$ cat src/rtl/sparse_pkg.sv
// Shared definitions for the sparse-data path: default geometry, word type, FSM states,
// and the rank-to-lane mapping that the compressor and the decompressor must agree on.
package sparse_pkg;
  localparam int DEF_WORD_L     = 8;
  localparam int DEF_IN_PORT_L  = 4;
  localparam int DEF_OUT_PORT_L = 8;

  typedef logic [DEF_WORD_L-1:0] word_t;

  typedef enum logic {
    EMPTY = 1'b0,
    BUSY  = 1'b1
  } comp_state_t;

  // The decompressor selects a lane by the inclusive prefix count of the header,
  // so a word of rank j lands in lane (j+1) mod lanes.
  function automatic int lane_of_rank(input int rank, input int lanes);
    return (rank + 1) % lanes;
  endfunction
endpackage

$ cat src/rtl/compressor_if.sv
// Dense-in / compressed-out handshake bundle; slave = compressor side, master = producer/consumer side.
interface compressor_if
  import sparse_pkg::*;
#(
  parameter int WORD_L     = DEF_WORD_L,
  parameter int IN_PORT_L  = DEF_IN_PORT_L,
  parameter int OUT_PORT_L = DEF_OUT_PORT_L
);
  logic                                dense_valid;
  logic                                dense_ready;
  logic [OUT_PORT_L-1:0][WORD_L-1:0]   dense_inputs;
  logic                                comp_valid;
  logic                                comp_ready;
  logic [OUT_PORT_L-1:0]               header;
  logic [IN_PORT_L-1:0][WORD_L-1:0]    compressed_outputs;
  logic                                last;

  modport slave (
    input  dense_valid, dense_inputs, comp_ready,
    output dense_ready, comp_valid, header, compressed_outputs, last
  );

  modport master (
    output dense_valid, dense_inputs, comp_ready,
    input  dense_ready, comp_valid, header, compressed_outputs, last
  );
endinterface

$ cat src/rtl/lowest_set_select.sv
// Combinational pick of the lowest IN_PORT_L set bits of a mask, with the lane each one maps to.
// Zero latency, no state; lane numbering follows sparse_pkg::lane_of_rank.
module lowest_set_select
  import sparse_pkg::*;
#(
  parameter int IN_PORT_L  = DEF_IN_PORT_L,
  parameter int OUT_PORT_L = DEF_OUT_PORT_L,
  localparam int CNT_W     = $clog2(OUT_PORT_L + 1),
  localparam int LANE_W    = $clog2(IN_PORT_L)
) (
  input  logic [OUT_PORT_L-1:0]             i_pending,
  output logic [OUT_PORT_L-1:0]             o_header,
  output logic [OUT_PORT_L-1:0][LANE_W-1:0] o_lane
);
  localparam logic [CNT_W-1:0] RANK_LIM = CNT_W'(IN_PORT_L);

  logic [CNT_W-1:0] w_rank;

  always_comb begin
    w_rank   = '0;
    o_header = '0;
    o_lane   = '0;
    for (int i = 0; i < OUT_PORT_L; i++) begin
      if (i_pending[i] && (w_rank < RANK_LIM)) begin
        o_header[i] = 1'b1;
        o_lane[i]   = LANE_W'(lane_of_rank(int'(w_rank), IN_PORT_L));
        w_rank      = w_rank + CNT_W'(1);
      end
    end
  end
endmodule

$ cat src/rtl/compressor.sv
// Zero-skipping compressor: one dense vector in, max(1, ceil(nnz/IN_PORT_L)) beats out, first beat
// the cycle after accept; under comp_ready low the held beat stays bit-stable and dense_ready drops.
module compressor
  import sparse_pkg::*;
#(
  parameter int WORD_L     = DEF_WORD_L,
  parameter int IN_PORT_L  = DEF_IN_PORT_L,
  parameter int OUT_PORT_L = DEF_OUT_PORT_L
) (
  input  logic         clk,
  input  logic         rst,
  compressor_if.slave  comp_if
);
  localparam int LANE_W = $clog2(IN_PORT_L);

  comp_state_t                          r_state;
  comp_state_t                          w_state_nxt;
  logic [OUT_PORT_L-1:0][WORD_L-1:0]    r_vec;
  logic [OUT_PORT_L-1:0]                r_pending;
  logic [OUT_PORT_L-1:0]                w_mask;
  logic [OUT_PORT_L-1:0]                w_header;
  logic [OUT_PORT_L-1:0][LANE_W-1:0]    w_lane;
  logic [IN_PORT_L-1:0][WORD_L-1:0]     w_lanes;
  logic                                 w_comp_valid;
  logic                                 w_dense_ready;
  logic                                 w_last;
  logic                                 w_accept;
  logic                                 w_fire;

  lowest_set_select #(
    .IN_PORT_L  (IN_PORT_L),
    .OUT_PORT_L (OUT_PORT_L)
  ) u_sel (
    .i_pending (r_pending),
    .o_header  (w_header),
    .o_lane    (w_lane)
  );

  always_comb begin
    w_mask = '0;
    for (int i = 0; i < OUT_PORT_L; i++) begin
      w_mask[i] = |comp_if.dense_inputs[i];
    end
  end

  assign w_last = ((r_pending & ~w_header) == '0);

  // A last-beat handshake frees the slot in the same cycle, so a new vector loads without a bubble.
  always_comb begin
    w_state_nxt   = r_state;
    w_comp_valid  = 1'b0;
    w_dense_ready = 1'b1;
    case (r_state)
      EMPTY: begin
        if (comp_if.dense_valid) w_state_nxt = BUSY;
      end
      BUSY: begin
        w_comp_valid  = 1'b1;
        w_dense_ready = comp_if.comp_ready && w_last;
        if (comp_if.comp_ready && w_last && !comp_if.dense_valid) w_state_nxt = EMPTY;
      end
      default: w_state_nxt = EMPTY;
    endcase
  end

  assign w_accept = comp_if.dense_valid && w_dense_ready;
  assign w_fire   = w_comp_valid && comp_if.comp_ready;

  always_ff @(posedge clk or posedge rst) begin
    if (rst) begin
      r_state <= EMPTY;
    end else begin
      r_state <= w_state_nxt;
    end
  end

  always_ff @(posedge clk or posedge rst) begin
    if (rst) begin
      r_vec     <= '0;
      r_pending <= '0;
    end else if (w_accept) begin
      r_vec     <= comp_if.dense_inputs;
      r_pending <= w_mask;
    end else if (w_fire) begin
      r_pending <= r_pending & ~w_header;
    end
  end

  always_comb begin
    w_lanes = '0;
    for (int i = 0; i < OUT_PORT_L; i++) begin
      if (w_header[i]) w_lanes[w_lane[i]] = r_vec[i];
    end
  end

  assign comp_if.dense_ready        = w_dense_ready;
  assign comp_if.comp_valid         = w_comp_valid;
  assign comp_if.header             = w_comp_valid ? w_header : '0;
  assign comp_if.compressed_outputs = w_comp_valid ? w_lanes : '0;
  assign comp_if.last               = w_comp_valid && w_last;
endmodule

$ cat src/flat_wrapper.sv
// flat-port wrapper written by rule: the top's interface ports become plain ports
module compressor_flat import sparse_pkg::*;
#(
  parameter int WORD_L     = DEF_WORD_L,
  parameter int IN_PORT_L  = DEF_IN_PORT_L,
  parameter int OUT_PORT_L = DEF_OUT_PORT_L
)
  (clk, rst, comp_if_dense_valid, comp_if_dense_inputs, comp_if_comp_ready, comp_if_dense_ready, comp_if_comp_valid, comp_if_header, comp_if_compressed_outputs, comp_if_last);
  compressor_if #(.WORD_L(WORD_L), .IN_PORT_L(IN_PORT_L), .OUT_PORT_L(OUT_PORT_L)) comp_if_i ();
  input  logic clk;
  input  logic rst;
  input wire logic [$bits(comp_if_i.dense_valid)-1:0] comp_if_dense_valid;
  input wire logic [$bits(comp_if_i.dense_inputs)-1:0] comp_if_dense_inputs;
  input wire logic [$bits(comp_if_i.comp_ready)-1:0] comp_if_comp_ready;
  output wire logic [$bits(comp_if_i.dense_ready)-1:0] comp_if_dense_ready;
  output wire logic [$bits(comp_if_i.comp_valid)-1:0] comp_if_comp_valid;
  output wire logic [$bits(comp_if_i.header)-1:0] comp_if_header;
  output wire logic [$bits(comp_if_i.compressed_outputs)-1:0] comp_if_compressed_outputs;
  output wire logic [$bits(comp_if_i.last)-1:0] comp_if_last;
  assign comp_if_i.dense_valid = comp_if_dense_valid;
  assign comp_if_i.dense_inputs = comp_if_dense_inputs;
  assign comp_if_i.comp_ready = comp_if_comp_ready;
  assign comp_if_dense_ready = comp_if_i.dense_ready;
  assign comp_if_comp_valid = comp_if_i.comp_valid;
  assign comp_if_header = comp_if_i.header;
  assign comp_if_compressed_outputs = comp_if_i.compressed_outputs;
  assign comp_if_last = comp_if_i.last;
  compressor #(.WORD_L(WORD_L), .IN_PORT_L(IN_PORT_L), .OUT_PORT_L(OUT_PORT_L)) u_core (.clk(clk), .rst(rst), .comp_if(comp_if_i));
endmodule
$ cat config.mk
export PLATFORM = sky130hd
export DESIGN_NAME = compressor_flat
export DESIGN_NICKNAME = d
export VERILOG_FILES = /design/src/rtl/sparse_pkg.sv /design/src/rtl/compressor_if.sv /design/src/rtl/lowest_set_select.sv /design/src/rtl/compressor.sv /design/src/flat_wrapper.sv
export SDC_FILE = /design/constraint.sdc
export NUM_CORES = 1
export LEC_CHECK = 0
export BUFFER_PORTS_ARGS = -buffer_cell sky130_fd_sc_hd__clkbuf_2
export CAP_MARGIN = 10
export CORE_MARGIN = 2
export CORE_UTILIZATION = 33
export DETAILED_ROUTE_END_ITERATION = 7
export PLACE_DENSITY_LB_ADDON = 0.1
export REMOVE_ABC_BUFFERS = 1
export SLEW_MARGIN = 20
export SYNTH_ARGS = -nofsm -noshare
export SYNTH_HDL_FRONTEND = slang
export SYNTH_HIERARCHICAL = 1
export SYNTH_SLANG_ARGS = --single-unit
$ cat constraint.sdc
create_clock -name clk -period 6.3 [get_ports clk]
set_input_delay 0.63 -clock clk [delete_from_list [all_inputs] [get_ports clk]]
set_output_delay 0.63 -clock clk [all_outputs]
set_load 0.05 [all_outputs]
-- After elaboration in Yosys (flattened, before gate mapping)
Cells that the tools add are included.
- word-level logic and storage cells: 144
- output and inout port bits: 43
- register bits: 73
- bits of input ports: 68
- mux-type cells: 63
- $add $sub $neg: 13
- order comparisons: 23
- reduce and logical (&&, ||, !) cells: 31
- bitwise gates (word level): 4
- operator list (cell ; count):
    $mux 32 ; 9
    $bwmux 32 ; 7
    $demux 8 s2 ; 8
    $mux 8 ; 11
    $reduce_or 8->1 ; 8
    $and 32x32->32 ; 1
    $lt 4x3->1 const B ; 7
    $add 4x1->4 const B ; 6
    $mux 4 ; 6
    $lt 2x3->1 const B ; 7
    $logic_and 1x1->1 ; 20
    $add 2x1->2 const B ; 7
    $ge 2x1->1 const B ; 7
    $mux 1 ; 14
    $mux 2 ; 7
    $and 8x8->8 ; 1
    $logic_not 8->1 ; 1
    $not 8->8 ; 1
    $lt 1x3->1 const B ; 1
    $pmux 1 s2 ; 1
    $reduce_bool 2->1 ; 1
    $ge 1x1->1 const B ; 1
    $logic_not 1->1 ; 1
    $not 1->1 ; 1

-- Longest topological paths before layout
Gate-level depths: netlist (run 1).
- word-level depth: 29
- gate-level depth with buffers: 26
- mapped depth without buffers: 24

-- By module
Netlist (run 1), hierarchy kept.
- by module, submodules not included (module ; times used ; seq. area each (sq um) ; cells an instance ; area each (sq um)):
    compressor ; 1 ; 1826.8 ; 965 ; 7089.3
    lowest_set_select ; 1 ; 0.0 ; 62 ; 481.7

-- Worst setup path after synthesis (run 1)
OpenSTA, ideal clock, no wires.
- kind: flip-flop to output port
- start point: register u_core.r_pending[0]
- end point: output port comp_if_compressed_outputs[17]
- arrival time: 5.400 ns
- path slack: 0.270 ns
- cell stages (with the launch flop): 26
- required time: 5.670 ns
- buffers on the path: 1
- cells stage by stage: dfrtp_1 -> inv_1 -> ha_1 -> inv_1 -> ha_1 -> inv_1 -> ha_1 -> mux2i_1 -> o22a_1 -> nand2_1 -> ha_1 -> mux2_2 -> ha_1 -> nor2b_1 -> a32o_1 -> a32oi_1 -> ha_1 -> nand2_1 -> and4_1 -> and2_1 -> mux2_1 -> buf_4 -> nand3b_4 -> nand2_1 -> nor3_1 -> a311o_1
- elaborated cells on any way between the ends: 107
- those cells by class: add/sub: 13; order compare: 23; mux: 55; bitwise: 1; reduce/logical: 15
- RTL lines (element ; line ; RTL):
    start, declared ; compressor.sv:19 ; logic [OUT_PORT_L-1:0] r_pending;
    start signal, assigned ; compressor.sv:83 ; r_pending <= w_mask;
    start signal, assigned ; compressor.sv:85 ; r_pending <= r_pending & ~w_header;
    $mux 1 * ; lowest_set_select.sv:24 ; if (i_pending[i] && (w_rank < RANK_LIM)) begin
    $lt 4x3->1 ; lowest_set_select.sv:24 ;
    $logic_and 1x1->1 ; lowest_set_select.sv:24 ;
    $mux 4 * ; lowest_set_select.sv:24 ;
    $lt 4x3->1 ; lowest_set_select.sv:24 ;
    $logic_and 1x1->1 ; lowest_set_select.sv:24 ;
    $mux 4 * ; lowest_set_select.sv:24 ;
    $lt 4x3->1 ; lowest_set_select.sv:24 ;
    (+9 left out) ; n/a ;
    $logic_and 1x1->1 ; lowest_set_select.sv:24 ;
    $mux 4 * ; lowest_set_select.sv:24 ;
    $lt 4x3->1 * ; lowest_set_select.sv:24 ;
    $logic_and 1x1->1 * ; lowest_set_select.sv:24 ;
    $mux 1 * ; lowest_set_select.sv:24 ;
    named net u_core.w_header[7] ; compressor.sv:21 ; logic [OUT_PORT_L-1:0] w_header;
    $mux 32 * ; compressor.sv:92 ; if (w_header[i]) w_lanes[w_lane[i]] = r_vec[i];
    $mux 32 * ; compressor.sv:99 ; assign comp_if.compressed_outputs = w_comp_valid ? w_lanes : '0;
    end, declared ; flat_wrapper.sv:18 ; output wire logic [$bits(comp_if_i.compressed_outputs)-1:0] comp_if_compressed_outputs;
The timed path passes the listed nets; every way through them passes the cells marked *.

-- Final worst setup path (run 1)
- start point: register u_core.r_pending[0]
- end point: output port comp_if_compressed_outputs[18]
The elaborated chain is that of the path after synthesis.

==> results of run 1 <==
-- through the flow --
step / instances / setup slack, ps / util / hold slack (ps)
floorplan: 895 / -2840 / - / 527
global route: 1338 / -22.3 / 0.410 / 399
detailed placement: 1314 / -25.3 / 0.377 / 603
CTS: 1334 / 32.8 / 0.403 / 360
finish: 1338 / 104 / 0.410 / 333
global placement: 1314 / 49.4 / 0.377 / 591
-- cell type report --
| class | count | area [µm²] |
|---|---|---|
| inverter | 17 | 63.8 |
| tap | 285 | 357 |
| clock inverter | 5 | 150 |
| multi-input combinational | 806 | 5400 |
| sequential | 73 | 1830 |
| fill | 2328 | 13300 |
| clock buffer | 11 | 243 |
| timing repair buffer | 141 | 1220 |
-- cell families (layout without fill, tap and decap cells) --
group,after synthesis,count (layout),synth area share
and+or+nand+nor,417,418,0.279
AOI/OAI and AO/OA,369,369,0.364
buffers and inverters,149,174,0.0859
DFF,73,73,0.241
adders and majority gates,14,14,0.0231
muxes,4,4,0.00562
other,1,1,0.000495
-- cell usage in the layout (no fill, tap or decap), types with 8 or more instances in the layout --
cell type                   instances
sky130_fd_sc_hd__a31oi_1           16
sky130_fd_sc_hd__dfrtp_1           72
sky130_fd_sc_hd__clkbuf_16          9
sky130_fd_sc_hd__a21oi_1           25
sky130_fd_sc_hd__ha_1               9
sky130_fd_sc_hd__nand2b_1           8
sky130_fd_sc_hd__nand2_1          218
sky130_fd_sc_hd__and2_1            15
sky130_fd_sc_hd__nand3_1           68
sky130_fd_sc_hd__and3b_1            8
sky130_fd_sc_hd__inv_1             10
sky130_fd_sc_hd__o21ai_1            8
sky130_fd_sc_hd__or4_1             16
sky130_fd_sc_hd__o311ai_1          38
sky130_fd_sc_hd__o311ai_0          26
sky130_fd_sc_hd__a311oi_2          10
sky130_fd_sc_hd__o21ai_0           13
sky130_fd_sc_hd__buf_4             27
sky130_fd_sc_hd__and3_1             8
sky130_fd_sc_hd__a311o_1           14
sky130_fd_sc_hd__clkbuf_2          77
sky130_fd_sc_hd__a21oi_2           16
sky130_fd_sc_hd__a211o_1           16
sky130_fd_sc_hd__a311oi_1          11
sky130_fd_sc_hd__o22a_1            15
sky130_fd_sc_hd__o211ai_1          84
sky130_fd_sc_hd__o22ai_1           48
sky130_fd_sc_hd__nand4_1           21
sky130_fd_sc_hd__buf_12            27
sky130_fd_sc_hd__nand3b_1          10
-- timing repair --
| item | CTS | global route |
|---|---|---|
| hold buffers | 0 | 0 |
| setup endpoints to repair | 30 | 32 |
| setup buffers | 4 | 3 |
| cloned | 0 | 1 |
| pin swaps | 18 | 16 |
| resized for setup | 39 | 25 |
-- state kept, by name (all words and copies together) (netlist names) --
signal            count
u_core/r_state        1
u_core/r_pending      8
u_core/r_vec         64
-- layer usage --
layer  vias to the layer above  routed length (µm)  GRT usage
met3                        58                2600     0.0409
met1                      4238               14600      0.384
met4                         0                 880     0.0786
li1                       4030                   -          -
met2                       405               15300      0.428
met5                         -                   0          0
-- path summary, 6_finish.rpt --
kind                            cells after the start                startpoint  slack [ps]                              to
worst max-delay path                               26       u_core/r_pending[0]         100  comp_if_compressed_outputs[18]
worst min-delay path                                2                       rst         330                 u_core/r_vec[8]
worst max register to register                     23       u_core/r_pending[0]        1390                u_core/r_vec[30]
worst min register to register                      2           u_core/r_vec[2]         620                 u_core/r_vec[2]
max in group asynchronous                           3                       rst        4860                  u_core/r_state
min in group clk                                    3  comp_if_dense_inputs[28]         520                u_core/r_vec[28]
-- critical path: cells and delay by family (launching register included) --
family | cells | cell delay, ps
AOI/OAI and AO/OA | 5 | 1260
DFF | 1 | 400
muxes | 3 | 640
buffers and inverters | 5 | 500
and+or+nand+nor | 7 | 890
adders and majority gates | 6 | 1510
==> impl_results.rst, run 1 <==
.. list-table::
   :header-rows: 1

   * - Metric
     - Value
   * - Overall fraction of global-route tracks in use
     - 0.271
   * - Aggregate negative setup slack
     - 0 ps
   * - Cell row count
     - 55
   * - Starting density of the core
     - 0.335
   * - Post-route DRC violation count
     - 0
   * - Number of hold violations in the final report
     - 0
   * - CP Max Fanout
     - 8
   * - Count of clock tree sinks
     - 73
   * - Number of top-level pins
     - 111
   * - Final count of pins violating max slew
     - 0
   * - Min Clock Period, post-route
     - 6200 ps
   * - Status
     - finished, final reports clean
   * - Crit path required time
     - 5670 ps
   * - Share of post-route cells with drive strength above 1
     - 0.217
   * - Post-synth EDFFs
     - 0
   * - Cell type with the largest total area after synthesis
     - sky130_fd_sc_hd__dfrtp_1
   * - Number of register bits inferred by synthesis
     - 73
   * - GRT overflow
     - 0
   * - Vias per Instance
     - 6.53
   * - Horizontal die dimension
     - 155 µm
   * - Post-CTS clock slew at the launch and capture registers of the worst setup and hold paths
     - 60 ps
   * - Clock root cell
     - sky130_fd_sc_hd__clkbuf_16
   * - Global-route wire length before repair
     - 50.7 mm
   * - Hold WC Path Type
     - in -> async
   * - Setup skew after layout
     - 9.21 ps
   * - Total of endpoints with negative setup slack in the final report
     - 0
   * - Arrival time reported for the critical path endpoint
     - 5570 ps
   * - Post-route ant nets
     - 0
   * - Clock tree from TritonCTS
     - done
   * - Final Net Count
     - 1130
   * - Vias
     - 8731
   * - Initial DRC Count
     - 803
   * - Most common cell type on the critical path
     - sky130_fd_sc_hd__ha_4
   * - Fraction of registers with async set/reset
     - 1.00
   * - Yosys warns
     - 6
   * - Maximum single-stage delay on the critical path
     - 450 ps
   * - Core ar.
     - 22600 µm²
   * - Routability cong.
     - 0.970
   * - Count of cell types in the netlist
     - 67
   * - Relative slew margins
     - 0.222
   * - Count of TritonRoute iterations in the first routing pass
     - 5
   * - Vias in the first global route
     - 8081
   * - Area overhead of the layout relative to synthesis
     - 22.3%
   * - Number of antenna diodes
     - 0
   * - Clock Path Buffers
     - 2
   * - Mean Syn Cell Area
     - 7.37 µm²
   * - Num CTS Buffers
     - 9
   * - Cell area reported after detailed placement
     - 8510 µm²
   * - Placed wire-length estimate after detailed placement
     - 23.9 mm
   * - Commonest cells in the netlist
     - 222 x sky130_fd_sc_hd__nand2_1, 84 x sky130_fd_sc_hd__o211ai_1, 77 x sky130_fd_sc_hd__clkbuf_1, 73 x sky130_fd_sc_hd__dfrtp_1, 68 x sky130_fd_sc_hd__nand3_1
   * - # Max-Cap Violations
     - 0
   * - Maximum clock frequency
     - 161 MHz
   * - Layout Cell Area excl Fill
     - 9260 µm²
   * - Kind of start point of the critical path
     - flip-flop
   * - Wire per inst
     - 25.0 µm
   * - Die Outline Area
     - 24200 µm²
   * - Flip-flop cell with the highest count after synthesis
     - sky130_fd_sc_hd__dfrtp_1
   * - Post-Syn Area
     - 7570 µm²
   * - Post-synthesis cell count
     - 1027
   * - H-tree depth
     - 3
   * - Top cells by area, synth
     - sky130_fd_sc_hd__dfrtp_1 24%, sky130_fd_sc_hd__nand2_1 11%, sky130_fd_sc_hd__o211ai_1 8.3%, sky130_fd_sc_hd__nand3_1 4.5%, sky130_fd_sc_hd__o311ai_1 4.4%
   * - Most common cell in the synthesized netlist
     - sky130_fd_sc_hd__nand2_1
   * - Critical path capture point type
     - output port
   * - Critical path class
     - reg -> out
   * - Routed Wire Length
     - 33.4 mm
   * - Worst Tran Pin Value
     - 1160 ps
   * - Insertion delay to the later sink of the worst-skew pair
     - 360 ps
   * - Port bufs
     - 110
   * - Share of the synthesized area in the top cell type
     - 0.241
   * - Maximum number of pins on one net before global-route repair
     - 76
   * - Height of the die
     - 155 µm
   * - Initial antenna violation count
     - 0
   * - Seq/Total Area, Yosys
     - 0.241
   * - Slowest-stage cell, CP
     - sky130_fd_sc_hd__a311o_1
   * - Post-route clock period utilization
     - 0.984
Power of run 1 is not shown: default switching activity piles up to over one toggle a cycle in this logic, so the estimate is an artifact.
==> run 2: changes to the inputs <==
--- a/config.mk
+++ b/config.mk
@@ -5,6 +5,7 @@
 export SDC_FILE = /design/constraint.sdc
 export NUM_CORES = 1
 export LEC_CHECK = 0
+export ABC_AREA = 1
 export BUFFER_PORTS_ARGS = -buffer_cell sky130_fd_sc_hd__clkbuf_2
 export CAP_MARGIN = 10
 export CORE_MARGIN = 2
==> run 2 against run 1 <==
Die area decreased by 9.8%. Sequential cell count stayed put. Final cell count grew 15%. Synthesized cell count rose by 14%. Register-to-register slack improved by 20 ps. Clock-buffer cell count stayed put. Setup slack better by 400 ps. First-iteration DRC count is 18% lower. Critical path depth unchanged. Synthesized area decreased by 10%. Non-clock buffer count shrank 14. Core utilization down 1.6 points.
==> impl_results.rst, run 2 <==
.. list-table::
   :header-rows: 1

   * - Metric
     - Value
   * - Cell row count
     - 52 (was 55)
   * - Postcts setup bufs
     - 0 (was 4)
   * - Most common cell in the synthesized netlist
     - sky130_fd_sc_hd__nand2_1 (unchanged)
   * - Clock root cell
     - sky130_fd_sc_hd__clkbuf_16 (unchanged)
   * - Post-synth EDFFs
     - 0 (unchanged)
   * - Final count of pins violating max slew
     - 0 (unchanged)
   * - Worst setup startpoint
     - u_core/r_pending[1] (was u_core/r_pending[0])
   * - Core ar.
     - 20200 µm² (was 22600 µm²)
   * - Flip-flop cell with the highest count after synthesis
     - sky130_fd_sc_hd__dfrtp_1 (unchanged)
   * - CP Max Fanout
     - 42 (was 8)
   * - Number of top-level pins
     - 111 (unchanged)
   * - Insertion delay to the later sink of the worst-skew pair
     - 350 ps (was 360 ps)
   * - Num CTS Buffers
     - 9 (unchanged)
   * - Cell type with the largest total area after synthesis
     - sky130_fd_sc_hd__dfrtp_1 (unchanged)
   * - H-tree depth
     - 3 (unchanged)
   * - Die Outline Area
     - 21800 µm² (was 24200 µm²)
   * - Slowest-stage cell, CP
     - sky130_fd_sc_hd__buf_4 (was sky130_fd_sc_hd__a311o_1)
   * - Top cells by area, synth
     - sky130_fd_sc_hd__dfrtp_1 27%, sky130_fd_sc_hd__nand2_1 20%, sky130_fd_sc_hd__a21oi_1 11%, sky130_fd_sc_hd__inv_1 10%, sky130_fd_sc_hd__nand3_1 5.6% (was sky130_fd_sc_hd__dfrtp_1 24%, sky130_fd_sc_hd__nand2_1 11%, sky130_fd_sc_hd__o211ai_1 8.3%, sky130_fd_sc_hd__nand3_1 4.5%, sky130_fd_sc_hd__o311ai_1 4.4%)
   * - Wire per inst
     - 15.6 µm (was 25.0 µm)
   * - Number of register bits inferred by synthesis
     - 73 (unchanged)
   * - Global-route wire length before repair
     - 38.6 mm (was 50.7 mm)
   * - Power Density
     - 583 nW/µm²
   * - Maximum single-stage delay on the critical path
     - 380 ps (was 450 ps)
   * - Initial DRC Count
     - 661 (was 803)
   * - Post-route DRC violation count
     - 0 (unchanged)
   * - Simple-Gate Fraction of Synth Area
     - 0.380 (was 0.279)
   * - Initial antenna violation count
     - 0 (unchanged)
   * - Count of clock tree sinks
     - 73 (unchanged)
   * - Number of antenna diodes
     - 0 (unchanged)
   * - Relative slew margins
     - 0.338 (was 0.222)
   * - Count of cell types in the netlist
     - 31 (was 67)
   * - Vias per Instance
     - 5.06 (was 6.53)
   * - Worst path bufs/invs
     - 7 (was 5)
   * - Setup ws final
     - 508 ps (was 104 ps)
   * - Hold WC Path Type
     - in -> async (unchanged)
   * - Area overhead of the layout relative to synthesis
     - 17.1% (was 22.3%)
   * - Routed Wire Length
     - 24.0 mm (was 33.4 mm)
   * - Height of the die
     - 148 µm (was 155 µm)
   * - GRT overflow
     - 0 (unchanged)
   * - Startpoint of the worst-slack reg-to-reg timing path
     - u_core/r_pending[1] (was u_core/r_pending[0])
   * - Worst Setup Slack post-DPL
     - 878 ps (was -25.3 ps)
   * - Combinational group share of total power
     - 0.697
   * - Most frequent cells in the layout
     - 365 x sky130_fd_sc_hd__nand2_1, 185 x sky130_fd_sc_hd__inv_1, 153 x sky130_fd_sc_hd__a21oi_1 (was 218 x sky130_fd_sc_hd__nand2_1, 84 x sky130_fd_sc_hd__o211ai_1, 77 x sky130_fd_sc_hd__clkbuf_2)
   * - Placed wire-length estimate after detailed placement
     - 18.1 mm (was 23.9 mm)
   * - Post-CTS clock slew at the launch and capture registers of the worst setup and hold paths
     - 60 ps (about the same)
   * - Switching share of power
     - 0.604
   * - Maximum clock frequency
     - 173 MHz (was 161 MHz)
   * - Routability cong.
     - 0.853 (was 0.970)
   * - Critical path capture point type
     - output port (unchanged)
   * - Count of TritonRoute iterations in the first routing pass
     - 5 (unchanged)
   * - Commonest cells in the netlist
     - 365 x sky130_fd_sc_hd__nand2_1, 187 x sky130_fd_sc_hd__inv_1, 153 x sky130_fd_sc_hd__a21oi_1, 81 x sky130_fd_sc_hd__nor2_1, 76 x sky130_fd_sc_hd__nand3_1 (was 222 x sky130_fd_sc_hd__nand2_1, 84 x sky130_fd_sc_hd__o211ai_1, 77 x sky130_fd_sc_hd__clkbuf_1, 73 x sky130_fd_sc_hd__dfrtp_1, 68 x sky130_fd_sc_hd__nand3_1)
   * - Horizontal die dimension
     - 148 µm (was 155 µm)
   * - Most common cell type on the critical path
     - sky130_fd_sc_hd__nand2_1 (was sky130_fd_sc_hd__ha_4)
   * - Share of the synthesized area in the top cell type
     - 0.268 (was 0.241)
   * - Gate family responsible for the most delay along the worst path
     - simple AND/OR/NAND/NOR gates (was adder cells)
   * - Part of the total power dissipated in sequential elements
     - 0.197
   * - Critical path class
     - reg -> out (unchanged)
   * - # Max-Cap Violations
     - 0 (unchanged)
   * - Vias in the first global route
     - 7347 (was 8081)
   * - Worst Tran Pin Value
     - 987 ps (was 1160 ps)
   * - Vias
     - 7756 (was 8731)
   * - Fraction of registers with async set/reset
     - 1.00 (unchanged)
   * - Seq/Total Area, Yosys
     - 0.268 (was 0.241)
   * - Power Internal
     - 1.84 mW
   * - Mean Syn Cell Area
     - 5.80 µm² (was 7.37 µm²)
   * - Critical R2R Capture
     - u_core/r_pending[2] (was u_core/r_vec[30])
   * - Most flops, register
     - u_core/r_vec (unchanged)
   * - Maximum number of pins on one net before global-route repair
     - 113 (was 76)
   * - Clock tree from TritonCTS
     - done (unchanged)
   * - Overall fraction of global-route tracks in use
     - 0.224 (was 0.271)
   * - Port bufs
     - 110 (unchanged)
   * - Worst hold margin
     - 440 ps (was 333 ps)
   * - Post-route clock period utilization
     - 0.919 (was 0.984)
   * - Reg2Reg Depth
     - 28 (was 23)
   * - NetSw
     - 2.81 mW
   * - Compound-gate portion of the synthesized area
     - 0.177 (was 0.364)
   * - Yosys warns
     - 6 (unchanged)
   * - Post-synthesis cell count
     - 1174 (was 1027)
   * - Final Net Count
     - 1342 (was 1130)
   * - Total of endpoints with negative setup slack in the final report
     - 0 (unchanged)
   * - Max FFs per register
     - 64 (unchanged)
   * - Number of hold violations in the final report
     - 0 (unchanged)
   * - Aggregate negative setup slack
     - 0 ps (unchanged)
   * - Adder-cell share of the synthesized area
     - 0.0257 (was 0.0231)
   * - Mux share of post-synthesis cell area
     - 0 (was 0.00562)
   * - Static leakage power
     - 4.27 nW
   * - Starting density of the core
     - 0.337 (was 0.335)
   * - Arrival time reported for the critical path endpoint
     - 5160 ps (was 5570 ps)
   * - Regs by FF count
     - u_core/r_vec: 64 flops, u_core/r_pending: 8 flops, u_core/r_state: 1 flops (unchanged)
   * - Unrepaired setup endpoints after global routing
     - true
   * - Kind of start point of the critical path
     - flip-flop (unchanged)
   * - Max VDD drop
     - 340 µV
   * - Post-route ant nets
     - 0 (unchanged)
   * - Largest family of logic cells by synthesized area
     - simple AND/OR/NAND/NOR gates (was compound AO/OA/AOI/OAI gates)
   * - Reg2Reg Setup Slack
     - 1410 ps (was 1390 ps)
   * - Status
     - finished, final reports clean (unchanged)
   * - Clock Path Buffers
     - 2 (unchanged)
   * - Portion of total power attributed to the clock network
     - 0.105
   * - Most common cell after layout, fill and taps aside
     - sky130_fd_sc_hd__nand2_1 (unchanged)
   * - Post-Synth XOR/XNOR Area
     - 0 (unchanged)
   * - Post-Syn Area
     - 6810 µm² (was 7570 µm²)
   * - Share of post-route cells with drive strength above 1
     - 0.142 (was 0.217)
   * - Setup skew after layout
     - 10.6 ps (was 9.21 ps)
   * - Crit path required time
     - 5670 ps (about the same)
   * - Min Clock Period, post-route
     - 5790 ps (was 6200 ps)
-- run 2: power by group through the flow --
stage	logic (mW)	registers (mW)	clock network (mW)
final	3.24	0.917	0.490
after CTS	3.22	0.913	0.501
after global routing	3.62	0.949	0.521
after global placement	3.19	0.920	0
after detailed placement	3.21	0.919	0
after floorplan	2.36	0.869	0
-- run 2: final cells by class --
cell class                      instances  area [µm²]
Fill cell                            2229       12300
Multi-Input combinational cell        853        4040
Sequential cell                        73        1830
Timing Repair Buffer                  127         769
Inverter                              196         738
Tap cell                              270         338
Clock buffer                           11         243
Clock inverter                          4        20.0
-- run 2: worst max-delay path by stage --
| stage | endpoint | slack, ps | depth (start not counted) |
|---|---|---|---|
| after detailed placement | comp_if_compressed_outputs[15] | 880 | 26 |
| after global placement | comp_if_compressed_outputs[14] | 1020 | 27 |
| after global routing | comp_if_compressed_outputs[12] | -4 | 26 |
| final | comp_if_compressed_outputs[22] | 510 | 26 |
| after floorplan | comp_if_compressed_outputs[24] | -30 | 25 |
| after CTS | comp_if_compressed_outputs[15] | 490 | 26 |
-- run 2: repair_timing --
item                                    in CTS  in global routing
resized for setup                            0                  2
hold buffers                                 0                  0
endpoints found under the setup margin       0                  7
-- run 2: cell families after synthesis --
group / after synthesis
flip-flops: 73
other: 1
adder cells (fa/ha/maj): 14
AND/OR/NAND/NOR: 599
AO/OA/AOI/OAI: 239
buffers and inverters: 248
-- run 2: worst reg2reg max path, delay by kind of cell (launching register included) --
kind / cells / cell delay (ps)
AND/OR/NAND/NOR: 15 / 1580
adder cells (fa/ha/maj): 5 / 1120
AO/OA/AOI/OAI: 2 / 160
flip-flops: 1 / 360
buffers and inverters: 6 / 1550
-- run 2: metrics by stage --
| step | utilization | power [mW] | cells | cell area, µm² |
|---|---|---|---|---|
| global route | 0.394 | 5.09 | 1534 | 7980 |
| CTS | 0.391 | 4.63 | 1533 | 7920 |
| global placement | 0.378 | 4.10 | 1518 | 7650 |
| floorplan | - | 3.23 | 1122 | 6540 |
| detailed placement | 0.378 | 4.13 | 1518 | 7650 |
| finish | 0.394 | 4.65 | 1534 | 7980 |
-- run 2: routing by layer --
metal / vias to the layer above / track usage / part of all wire / wire length, µm
met5: - / 0 / 0 / 0
met4: 0 / 0.0606 / 0.020 / 477
met3: 35 / 0.0352 / 0.056 / 1340
met2: 236 / 0.361 / 0.46 / 11000
met1: 3560 / 0.313 / 0.46 / 11200
li1: 3925 / - / - / -
Note: power is estimated with default switching activity, not from simulation.
==> run 3: changes to the inputs <==
--- a/config.mk
+++ b/config.mk
@@ -6,12 +6,12 @@
 export NUM_CORES = 1
 export LEC_CHECK = 0
 export ABC_AREA = 1
-export BUFFER_PORTS_ARGS = -buffer_cell sky130_fd_sc_hd__clkbuf_2
+export BUFFER_PORTS_ARGS = -buffer_cell sky130_fd_sc_hd__buf_2
 export CAP_MARGIN = 10
 export CORE_MARGIN = 2
 export CORE_UTILIZATION = 33
 export DETAILED_ROUTE_END_ITERATION = 7
-export PLACE_DENSITY_LB_ADDON = 0.1
+export PLACE_DENSITY = 0.5
 export REMOVE_ABC_BUFFERS = 1
 export SLEW_MARGIN = 20
 export SYNTH_ARGS = -nofsm -noshare
==> run 3 against run 2 <==
Via count is 1.6% lower. Clock skew is 5.8 ps lower. First-iteration DRC count is 5.0% lower. Hold slack better by 38 ps. Combinational power is 2% lower. Clock power is 27% higher. Clock-buffer cell count is 1 lower. Sequential power is 1% higher. Die area stayed put. Wire length is 0.53% lower. Fmax is 0.51% higher. Critical path depth is 1 higher. Critical endpoint is now comp_if_compressed_outputs[20]. Largest cell class unchanged.
==> impl_results.rst, run 3 (synthesis gave the netlist of run 2 again) <==
.. list-table::
   :header-rows: 1

   * - Metric
     - Value
   * - Clock Path Buffers
     - 2 (unchanged)
   * - Post-route DRC violation count
     - 0 (unchanged)
   * - Cell area reported after detailed placement
     - 7590 µm² (was 7650 µm²)
   * - Num CTS Buffers
     - 9 (unchanged)
   * - Critical path class
     - reg -> out (unchanged)
   * - H-tree depth
     - 3 (unchanged)
   * - # Max-Cap Violations
     - 0 (unchanged)
   * - Area overhead of the layout relative to synthesis
     - 16.8% (was 17.1%)
   * - Switching share of power
     - 0.589 (was 0.604)
   * - Static leakage power
     - 4.30 nW (was 4.27 nW)
   * - Core ar.
     - 20200 µm² (unchanged)
   * - Gate family responsible for the most delay along the worst path
     - adder cells (was simple AND/OR/NAND/NOR gates)
   * - Clock root cell
     - sky130_fd_sc_hd__clkbuf_16 (unchanged)
   * - Final Net Count
     - 1342 (unchanged)
   * - Wire per inst
     - 15.6 µm (about the same)
   * - Layout Cell Area excl Fill
     - 7960 µm² (was 7980 µm²)
   * - Combinational group share of total power
     - 0.671 (was 0.697)
   * - Post-route clock period utilization
     - 0.915 (was 0.919)
   * - Maximum single-stage delay on the critical path
     - 560 ps (was 380 ps)
   * - Routability cong.
     - 0.841 (was 0.853)
   * - Min Clock Period, post-route
     - 5760 ps (was 5790 ps)
   * - Clock tree from TritonCTS
     - done (unchanged)
   * - Kind of start point of the critical path
     - flip-flop (unchanged)
   * - Relative slew margins
     - 0.274 (was 0.338)
   * - Routed Wire Length
     - 23.9 mm (was 24.0 mm)
   * - GRT overflow
     - 0 (unchanged)
   * - Postcts setup bufs
     - 0 (unchanged)
   * - Portion of total power attributed to the clock network
     - 0.132 (was 0.105)
   * - Worst path bufs/invs
     - 9 (was 7)
   * - Cell row count
     - 52 (unchanged)
   * - Total of endpoints with negative setup slack in the final report
     - 0 (unchanged)
   * - Crit path required time
     - 5670 ps (about the same)
   * - Regs by FF count
     - u_core/r_vec: 64 flops, u_core/r_pending: 8 flops, u_core/r_state: 1 flops (unchanged)
   * - Maximum number of pins on one net before global-route repair
     - 74 (was 113)
   * - Power Internal
     - 1.93 mW (was 1.84 mW)
   * - Overall fraction of global-route tracks in use
     - 0.223 (was 0.224)
   * - Maximum clock frequency
     - 174 MHz (was 173 MHz)
   * - Post-route ant nets
     - 0 (unchanged)
   * - Final count of pins violating max slew
     - 0 (unchanged)
   * - Height of the die
     - 148 µm (unchanged)
   * - Port bufs
     - 110 (unchanged)
   * - Number of antenna diodes
     - 0 (unchanged)
   * - Max FFs per register
     - 64 (unchanged)
   * - Setup skew after layout
     - 4.84 ps (was 10.6 ps)
   * - Critical path capture point type
     - output port (unchanged)
   * - Part of the total power dissipated in sequential elements
     - 0.197 (about the same)
   * - Hold WC Path Type
     - in -> async (unchanged)
   * - Count of TritonRoute iterations in the first routing pass
     - 5 (unchanged)
   * - Max VDD drop
     - 311 µV (was 340 µV)
   * - Number of top-level pins
     - 111 (unchanged)
   * - Arrival time reported for the critical path endpoint
     - 5130 ps (was 5160 ps)
   * - Number of hold violations in the final report
     - 0 (unchanged)
   * - Vias
     - 7632 (was 7756)
   * - Status
     - finished, final reports clean (unchanged)
   * - Most flops, register
     - u_core/r_vec (unchanged)
   * - Die Outline Area
     - 21800 µm² (unchanged)
   * - Worst Tran Pin Value
     - 1080 ps (was 987 ps)
   * - Post-CTS clock slew at the launch and capture registers of the worst setup and hold paths
     - 60 ps (about the same)
   * - Starting density of the core
     - 0.337 (unchanged)
   * - Placed wire-length estimate after detailed placement
     - 18.0 mm (was 18.1 mm)
   * - Worst hold margin
     - 478 ps (was 440 ps)
   * - Vias in the first global route
     - 7271 (was 7347)
   * - Global-route wire length before repair
     - 38.1 mm (was 38.6 mm)
   * - Count of clock tree sinks
     - 73 (unchanged)
   * - Most common cell type on the critical path
     - sky130_fd_sc_hd__inv_1 (was sky130_fd_sc_hd__nand2_1)
   * - Insertion delay to the later sink of the worst-skew pair
     - 350 ps (about the same)
   * - Initial antenna violation count
     - 0 (unchanged)
   * - Unrepaired setup endpoints after global routing
     - false (was true)
   * - Power Density
     - 591 nW/µm² (was 583 nW/µm²)
   * - Vias per Instance
     - 4.97 (was 5.06)
   * - Share of post-route cells with drive strength above 1
     - 0.142 (about the same)
   * - Slowest-stage cell, CP
     - sky130_fd_sc_hd__dfrtp_2 (was sky130_fd_sc_hd__buf_4)
   * - Initial DRC Count
     - 628 (was 661)
   * - CP Max Fanout
     - 18 (was 42)
   * - NetSw
     - 2.77 mW (was 2.81 mW)
   * - Horizontal die dimension
     - 148 µm (unchanged)
   * - Most frequent cells in the layout
     - 365 x sky130_fd_sc_hd__nand2_1, 186 x sky130_fd_sc_hd__inv_1, 153 x sky130_fd_sc_hd__a21oi_1 (was 365 x sky130_fd_sc_hd__nand2_1, 185 x sky130_fd_sc_hd__inv_1, 153 x sky130_fd_sc_hd__a21oi_1)
   * - Most common cell after layout, fill and taps aside
     - sky130_fd_sc_hd__nand2_1 (unchanged)
==> run 3: changes by cell type in the layout (fill, tap and decap cells not counted), sizes merged <==
cell,previous run,this run
inv,191,192
buf,22,126
bufinv,0,3
clkbuf,116,11
clkinv,9,7
==> run 3: layout make-up <==
type | count | area (µm²)
repair buffers | 127 | 701
inverters | 196 | 738
well taps | 270 | 338
fillers | 2326 | 12300
clock buffers | 10 | 229
clock inverters | 6 | 116
flip-flops and latches | 73 | 1830
multi-input cells | 853 | 4010
==> run 3: power by group through the flow <==
stage	clock network [mW]	logic, mW	registers [mW]
3_3_place_gp	0	3.13	0.936
3_5_place_dp	0	3.15	0.932
6_report	0.620	3.16	0.928
4_1_cts	0.638	3.16	0.925
5_1_grt	0.649	3.53	0.961
2_1_floorplan	0	2.36	0.869
==> run 3: layer usage <==
metal	track usage	part of all wire	vias up
met4	0.0577	0.015	0
met3	0.0281	0.046	17
met1	0.302	0.47	3503
met2	0.375	0.47	190
li1	-	-	3922
met5	0	0	-
==> run 3: final timing paths <==
kind	startpoint	endpoint	slack [ps]	cells past startpoint
setup / recovery	u_core/r_pending[0]	comp_if_compressed_outputs[20]	540	27
min in group clk	u_core/r_vec[2]	u_core/r_vec[2]	490	2
setup reg to reg	u_core/r_pending[0]	u_core/r_vec[53]	1090	29
hold / removal	rst	u_core/r_pending[1]	480	3
hold reg to reg	u_core/r_vec[2]	u_core/r_vec[2]	490	2
max in group asynchronous	rst	u_core/r_pending[0]	5310	3
==> run 3: timing repair <==
| item | CTS | global route |
|---|---|---|
| setup endpoints to repair | 0 | 25 |
| gates resized for setup | 0 | 3 |
| hold buffers | 0 | 0 |
==> run 3: worst reg2reg max path, delay by kind of cell (launching register included) <==
family | cells | cell delay, ps
fa+ha+maj | 6 | 1660
flops | 1 | 560
buf+inv | 7 | 750
compound gates | 2 | 230
simple gates | 14 | 1880
==> run 3: stage by stage <==
step	util	std cells	setup TNS, ps	worst slack, ps	power, mW
after CTS	0.392	1535	0	306	4.73
after floorplan	-	1122	-588	-29.5	3.23
after global placement	0.375	1519	0	817	4.07
after detailed placement	0.375	1519	0	698	4.08
after global routing	0.393	1535	0	13.9	5.14
final	0.393	1535	0	538	4.70
